## src/rtl/exponentiation_mod.sv

```systemverilog
// Modular exponentiation using the right-to-left binary method, with interleaved shift-add modular products.
// Optional MODEXP_EARLY_EXIT_EN stops once the remaining exponent is zero; without it, latency does not depend on the exponent value.
module exponentiation_mod #(
  parameter int WIDTH     = 64,
  parameter int EXP_WIDTH = 32
) (
  input  logic                 clk,
  input  logic                 rst,
  input  logic                 start,
  input  logic [WIDTH-1:0]     base,
  input  logic [EXP_WIDTH-1:0] exponent,
  input  logic [WIDTH-1:0]     modulus,
  output logic [WIDTH-1:0]     result,
  output logic                 done,
  output logic                 busy,
  output logic                 err
);

  typedef enum logic [1:0] {IDLE, CHECK, STEP, UPDATE} state_t;

  localparam int CW = (WIDTH > 1) ? $clog2(WIDTH) : 1;

  state_t               state_reg;
  logic [WIDTH-1:0]     base_reg;
  logic [EXP_WIDTH-1:0] exp_reg;
  logic [WIDTH-1:0]     mod_reg;
  logic [WIDTH-1:0]     acc_reg;
  logic [WIDTH-1:0]     sq_reg;
  logic [CW-1:0]        cnt_reg;
  logic [WIDTH-1:0]     prod_reg  [2];
  logic [WIDTH-1:0]     prod_next [2];
  logic [WIDTH-1:0]     addend    [2];
  logic [WIDTH:0]       mod_ext;
  logic                 mul_bit;
  logic                 last_iter;
  logic [EXP_WIDTH-1:0] exp_shifted;
  logic [WIDTH-1:0]     acc_new;

`ifndef MODEXP_EARLY_EXIT_EN
  localparam int IW = $clog2(EXP_WIDTH + 1);
  logic [IW-1:0] iter_reg;
`endif

  // Lane 0 forms acc*sq, lane 1 forms sq*sq; both share sq as the multiplier.
  assign addend[0] = acc_reg;
  assign addend[1] = sq_reg;
  assign mod_ext   = {1'b0, mod_reg};
  assign mul_bit   = sq_reg[cnt_reg];

  generate
    for (genvar gi = 0; gi < 2; gi++) begin : g_lane
      logic [WIDTH:0]   dbl;
      logic [WIDTH-1:0] dbl_red;
      logic [WIDTH:0]   sum;
      logic [WIDTH-1:0] sum_red;

      // Operands are below m, so one conditional subtract suffices and the
      // reduced value always fits back in WIDTH bits.
      assign dbl     = {prod_reg[gi], 1'b0};
      assign dbl_red = (dbl >= mod_ext) ? (dbl[WIDTH-1:0] - mod_reg) : dbl[WIDTH-1:0];
      assign sum     = {1'b0, dbl_red} + {1'b0, addend[gi]};
      assign sum_red = (sum >= mod_ext) ? (sum[WIDTH-1:0] - mod_reg) : sum[WIDTH-1:0];
      assign prod_next[gi] = mul_bit ? sum_red : dbl_red;
    end
  endgenerate

  assign exp_shifted = exp_reg >> 1;
  assign acc_new     = exp_reg[0] ? prod_reg[0] : acc_reg;

`ifdef MODEXP_EARLY_EXIT_EN
  assign last_iter = (exp_shifted == '0);
`else
  assign last_iter = (iter_reg == IW'(EXP_WIDTH - 1));
`endif

  always_ff @(posedge clk) begin
    if (rst) begin
      state_reg <= IDLE;
      base_reg  <= '0;
      exp_reg   <= '0;
      mod_reg   <= '0;
      acc_reg   <= '0;
      sq_reg    <= '0;
      cnt_reg   <= '0;
      for (int i = 0; i < 2; i++) prod_reg[i] <= '0;
`ifndef MODEXP_EARLY_EXIT_EN
      iter_reg  <= '0;
`endif
      result    <= '0;
      done      <= 1'b0;
      busy      <= 1'b0;
      err       <= 1'b0;
    end else begin
      done <= 1'b0;
      case (state_reg)
        IDLE: begin
          if (start) begin
            base_reg  <= base;
            exp_reg   <= exponent;
            mod_reg   <= modulus;
            err       <= 1'b0;
            busy      <= 1'b1;
            state_reg <= CHECK;
          end else begin
            busy <= 1'b0;
          end
        end

        CHECK: begin
          if ((mod_reg < WIDTH'(2)) || (base_reg >= mod_reg)) begin
            result    <= '0;
            err       <= 1'b1;
            done      <= 1'b1;
            state_reg <= IDLE;
          end
`ifdef MODEXP_EARLY_EXIT_EN
          else if (exp_reg == '0) begin
            result    <= WIDTH'(1);
            done      <= 1'b1;
            state_reg <= IDLE;
          end
`endif
          else begin
            acc_reg   <= WIDTH'(1);
            sq_reg    <= base_reg;
            cnt_reg   <= CW'(WIDTH - 1);
            for (int i = 0; i < 2; i++) prod_reg[i] <= '0;
`ifndef MODEXP_EARLY_EXIT_EN
            iter_reg  <= '0;
`endif
            state_reg <= STEP;
          end
        end

        STEP: begin
          for (int i = 0; i < 2; i++) prod_reg[i] <= prod_next[i];
          if (cnt_reg == '0) begin
            state_reg <= UPDATE;
          end else begin
            cnt_reg <= cnt_reg - 1'b1;
          end
        end

        UPDATE: begin
          sq_reg  <= prod_reg[1];
          acc_reg <= acc_new;
          exp_reg <= exp_shifted;
          cnt_reg <= CW'(WIDTH - 1);
          for (int i = 0; i < 2; i++) prod_reg[i] <= '0;
`ifndef MODEXP_EARLY_EXIT_EN
          iter_reg <= iter_reg + 1'b1;
`endif
          if (last_iter) begin
            result    <= acc_new;
            done      <= 1'b1;
            state_reg <= IDLE;
          end else begin
            state_reg <= STEP;
          end
        end

        default: state_reg <= IDLE;
      endcase
    end
  end

endmodule
```

## config.mk

```make
export PLATFORM = sky130hd
export DESIGN_NAME = exponentiation_mod
export DESIGN_NICKNAME = d
export VERILOG_FILES = /design/src/rtl/exponentiation_mod.sv
export SDC_FILE = /design/constraint.sdc
export NUM_CORES = 2
export LEC_CHECK = 0
export CAP_MARGIN = 20
export CORE_ASPECT_RATIO = 0.8
export CORE_UTILIZATION = 59
export DETAILED_ROUTE_END_ITERATION = 12
export GPL_TIMING_DRIVEN = 0
export PLACE_DENSITY = 0.86
export SETUP_SLACK_MARGIN = 0.2
export SLEW_MARGIN = 20
export SYNTH_ARGS = -nofsm -noshare
export SYNTH_HDL_FRONTEND = slang
export SYNTH_SLANG_ARGS = --single-unit
```

## constraint.sdc

```tcl
create_clock -name clk -period 13.1 [get_ports clk]
set_input_delay 3.93 -clock clk [delete_from_list [all_inputs] [get_ports clk]]
set_output_delay 3.93 -clock clk [all_outputs]
set_load 0.05 [all_outputs]
```

==> out/summary.log <==
INFO  yosys          synth_area=0.0469mm²
INFO  timing         hold_violations=0
INFO  clock_network  cts_root_buffer=clkbuf_16
INFO  layout         final_cell_area=0.0525mm²
INFO  floorplanning  die_height=254µm
INFO  grt            grt_max_degree=43
INFO  critical_path  timing.critical_path.depth=35
INFO  critical_path  setup.worst_path.start_class=flip-flop
INFO  timing         fin_skew=43.2ps
INFO  clock_network  cts_htree_levels=2
INFO  critical_path  reg2reg_to=prod_reg[0][88]$_SDFFCE_PP0P_
INFO  clock_network  ctsHoldBuffers=0
INFO  power          static-leakage-power=22.5nW
INFO  routing        antenna_violating_nets_post_route=0
INFO  routing        wire_per_inst=27.8µm
INFO  yosys          synth_area_per_cell=7.67µm²
INFO  floorplanning  coreArea=0.0787mm²
INFO  critical_path  rr_worst_depth=35
INFO  critical_path  critPathLaunch=mod_reg[10]$_SDFFE_PP0P_
INFO  power          pwr_density_cell=282mW/mm²
INFO  grt            grt_pass1_wl=297000µm
INFO  clock_network  post-cts-setup-buffers=0
INFO  timing         max_slew.worst_pin.slew=1250ps
INFO  routing        drtIter0Drc=8502
INFO  yosys          synth-seq-area-share=0.240
INFO  yosys          ys_async_sr_fraction=0
INFO  timing         finalCritPeriodShare=0.992
INFO  yosys          synth_top_family_by_area=compound AO/OA/AOI/OAI gates
INFO  timing         worst_slew_margin_rel=0.164
INFO  clock_network  cts.sinks=497
INFO  yosys          synth_enable_flop_cells=128
INFO  routing        final_routed_wirelength=208000µm
INFO  yosys          synth-simple-area-share=0.180
INFO  critical_path  worstPathRequired=13620ps
INFO  grt            grt_pass1_vias=45832
INFO  floorplanning  core.rowCount=92
INFO  timing         timing.setup.tns=0ps
INFO  critical_path  worst_setup_path_endpoint=prod_reg[0][88]$_SDFFCE_PP0P_
INFO  yosys          synth_xor_xnor_area_share=0.0672
INFO  timing         clock.fmax=76.9MHz
INFO  yosys          dominantRegCellSynth=dfxtp_1
INFO  clock_network  clock_tree_from_tritoncts=yes
INFO  min_path       hold_path.class=flip-flop to flip-flop
INFO  critical_path  setup.worst_path.class=flip-flop to flip-flop
INFO  layout         largest_register_ff_count=128
INFO  floorplanning  fp.dieW=317µm
INFO  flow_run       max_cap_violation_count=0
INFO  critical_path  reg2reg_setup_slack=100ps
INFO  layout         fraction_of_final_layout_cells_with_drive_strength_greater_than_1=0.0474
INFO  yosys          synth.mux.area_fraction=0.0620
INFO  critical_path  cp.buffers_inverters=5
INFO  critical_path  cp_slowest_cell=o41ai_2
INFO  clock_network  number_of_buffers_on_the_longest_clock_path=3
INFO  grt            grt_remaining_overflow=0
INFO  grt            antenna_found_initial=16
INFO  critical_path  reg2reg_start=mod_reg[10]$_SDFFE_PP0P_
INFO  timing         report.final.slew_viol_count=0
INFO  timing         setup_repair_after_global_routing_missed_its_margin=false
INFO  layout         final_nets=7027
INFO  grt            global_route.usage.total=0.495
INFO  placed_design  dpl_cell_area=0.0506mm²
INFO  clock_network  cts_made_buffers=54
INFO  critical_path  critical_path_arrival=13520ps
INFO  layout         area.growth.synth_to_final=12.0%
INFO  floorplanning  ioPinCount=230
INFO  critical_path  timing.critical_path.slowest_cell_delay=980ps
INFO  placed_design  post_detailed_placement_half_perimeter_wirelength=165000µm
INFO  yosys          share_of_the_synthesized_area_in_compound_gates_ao_oa_aoi_oai=0.280
INFO  critical_path  path_delay_family=compound AO/OA/AOI/OAI gates
INFO  clock_network  clk_latency=690ps
INFO  routing        drt_pass1_iterations=7
INFO  yosys          synth_seq_cells=497
INFO  routing        via_per_inst=6.94
INFO  yosys          netlist_instances=6114
INFO  routing        vias=51969
INFO  floorplanning  initial_core_util=0.595
INFO  yosys          synthAdderAreaFrac=0.123
INFO  power          vdd_ir_drop_max=0.262mV
INFO  clock_network  cts.clk_slew.worst_paths=70ps
INFO  yosys          yosys_warnings=0
INFO  routing        post-route-drc-count=0
INFO  timing         final_count_of_negative_setup_slack_endpoints=0
INFO  placed_design  buffer_ports.inserted=229
INFO  critical_path  timing.critical_path.to_type=flip-flop
INFO  outcome        outcome=completed
INFO  yosys          syn_nets=6734
INFO  critical_path  path_max_fanout=10
INFO  placed_design  place.gp.congestion=1.04
INFO  timing         post-route-min-period=13000ps
INFO  yosys          yosys.cell_types.count=103
INFO  critical_path  cpMostUsedCell=a31oi_1
INFO  floorplanning  floorplan.die_area=0.0806mm²
cells in the final DEF, fill, tap and decap left out, drive strengths merged, types with 46 or more instances in the layout:
master,instances
inv,191
a31oi,71
dfxtp,369
nor2b,54
nor3,77
nand3,96
nand2,731
nand4,120
xor2,152
xnor2,206
o21ai,440
a21oi,731
nand2b,46
o21bai,69
clkdlybuf4s50,229
ha,451
mux2i,224
buf,90
a211oi,168
nor2,601
clkbuf,363
edfxtp,128
a21o,281
cell usage after synthesis (120+ instances only):
cell      count  area [µm²]
nand4_1     120         751
nand2_1     731        2740
dfxtp_1     369        7390
a211oi_1    161        1210
o21ai_0     384        1920
inv_1       177         664
a21oi_1     726        3630
clkbuf_1    294        1100
ha_1        451        5640
xor2_1      152        1330
edfxtp_1    128        3840
a21o_1      281        2110
mux2i_1     224        2240
xnor2_1     204        1790
nor2_1      601        2260
worst min-delay path by stage:
stage                                   startpoint                  endpoint  cells after the start
final                     exp_reg[25]$_SDFFE_PP0P_  exp_reg[25]$_SDFFE_PP0P_                      2
after global routing      exp_reg[25]$_SDFFE_PP0P_  exp_reg[25]$_SDFFE_PP0P_                      2
after CTS                   result[0]$_SDFFE_PP0P_    result[0]$_SDFFE_PP0P_                      2
after detailed placement  exp_reg[25]$_SDFFE_PP0P_  exp_reg[25]$_SDFFE_PP0P_                      2
after global placement    exp_reg[21]$_SDFFE_PP0P_  exp_reg[21]$_SDFFE_PP0P_                      2
after floorplan           base_reg[0]$_SDFFE_PP0P_  base_reg[0]$_SDFFE_PP0P_                      2
power by group:
part	switching, W	internal, W	total [W]
Clock	0.000790	0.000886	0.00168
Combinational	0.00740	0.00380	0.0112
Sequential	0.000175	0.00174	0.00192
Total	0.00837	0.00643	0.0148
metal layers:
metal / track usage / wire length [µm] / vias up
li1: - / - / 22886
met3: 0.212 / 35900 / 727
met2: 0.644 / 76300 / 4127
met5: 0 / 145 / -
met4: 0.256 / 12900 / 12
met1: 0.680 / 83200 / 24217
worst register-to-register path: cells and delay by family (launching register included):
family / cells / cell delay (ps)
AOI/OAI and AO/OA: 22 / 7740
buffers and inverters: 5 / 2100
adders and majority gates: 3 / 1130
and+or+nand+nor: 4 / 1060
DFF: 1 / 690
xor gates and xnor gates: 1 / 140
final cells by class:
type / count / area, µm²
repair buffers: 237 / 2410
flip-flops and latches: 497 / 11200
diodes: 5 / 12.5
inverters: 178 / 668
clock buffers: 69 / 1580
fillers: 6772 / 26200
clock inverters: 32 / 273
plain buffers: 377 / 1610
multi-input cells: 5062 / 33400
well taps: 1034 / 1290
through the flow:
stage	total power (W)	utilization	hold slack [ps]	setup WS [ps]	instances
after detailed placement	0.0125	0.643	451	889	7384
after global placement	0.0124	0.641	443	493	7377
after floorplan	0.00943	-	436	4900	6114
after CTS	0.0142	0.666	460	836	7485
after global routing	0.0155	0.667	474	226	7487
final	0.0148	0.667	460	103	7491
logic make-up after synthesis:
logic type	count (synthesis)
AO/OA/AOI/OAI	2084
AND/OR/NAND/NOR	1900
buffers and inverters	555
flip-flops	497
adder cells (fa/ha/maj)	457
XOR/XNOR	358
multiplexers	263
timing repair:
action	in CTS	in global routing
gates resized for setup	0	7
hold endpoints to repair	0	0
setup endpoints to repair	0	83
Power figures use the tool's default switching activity.
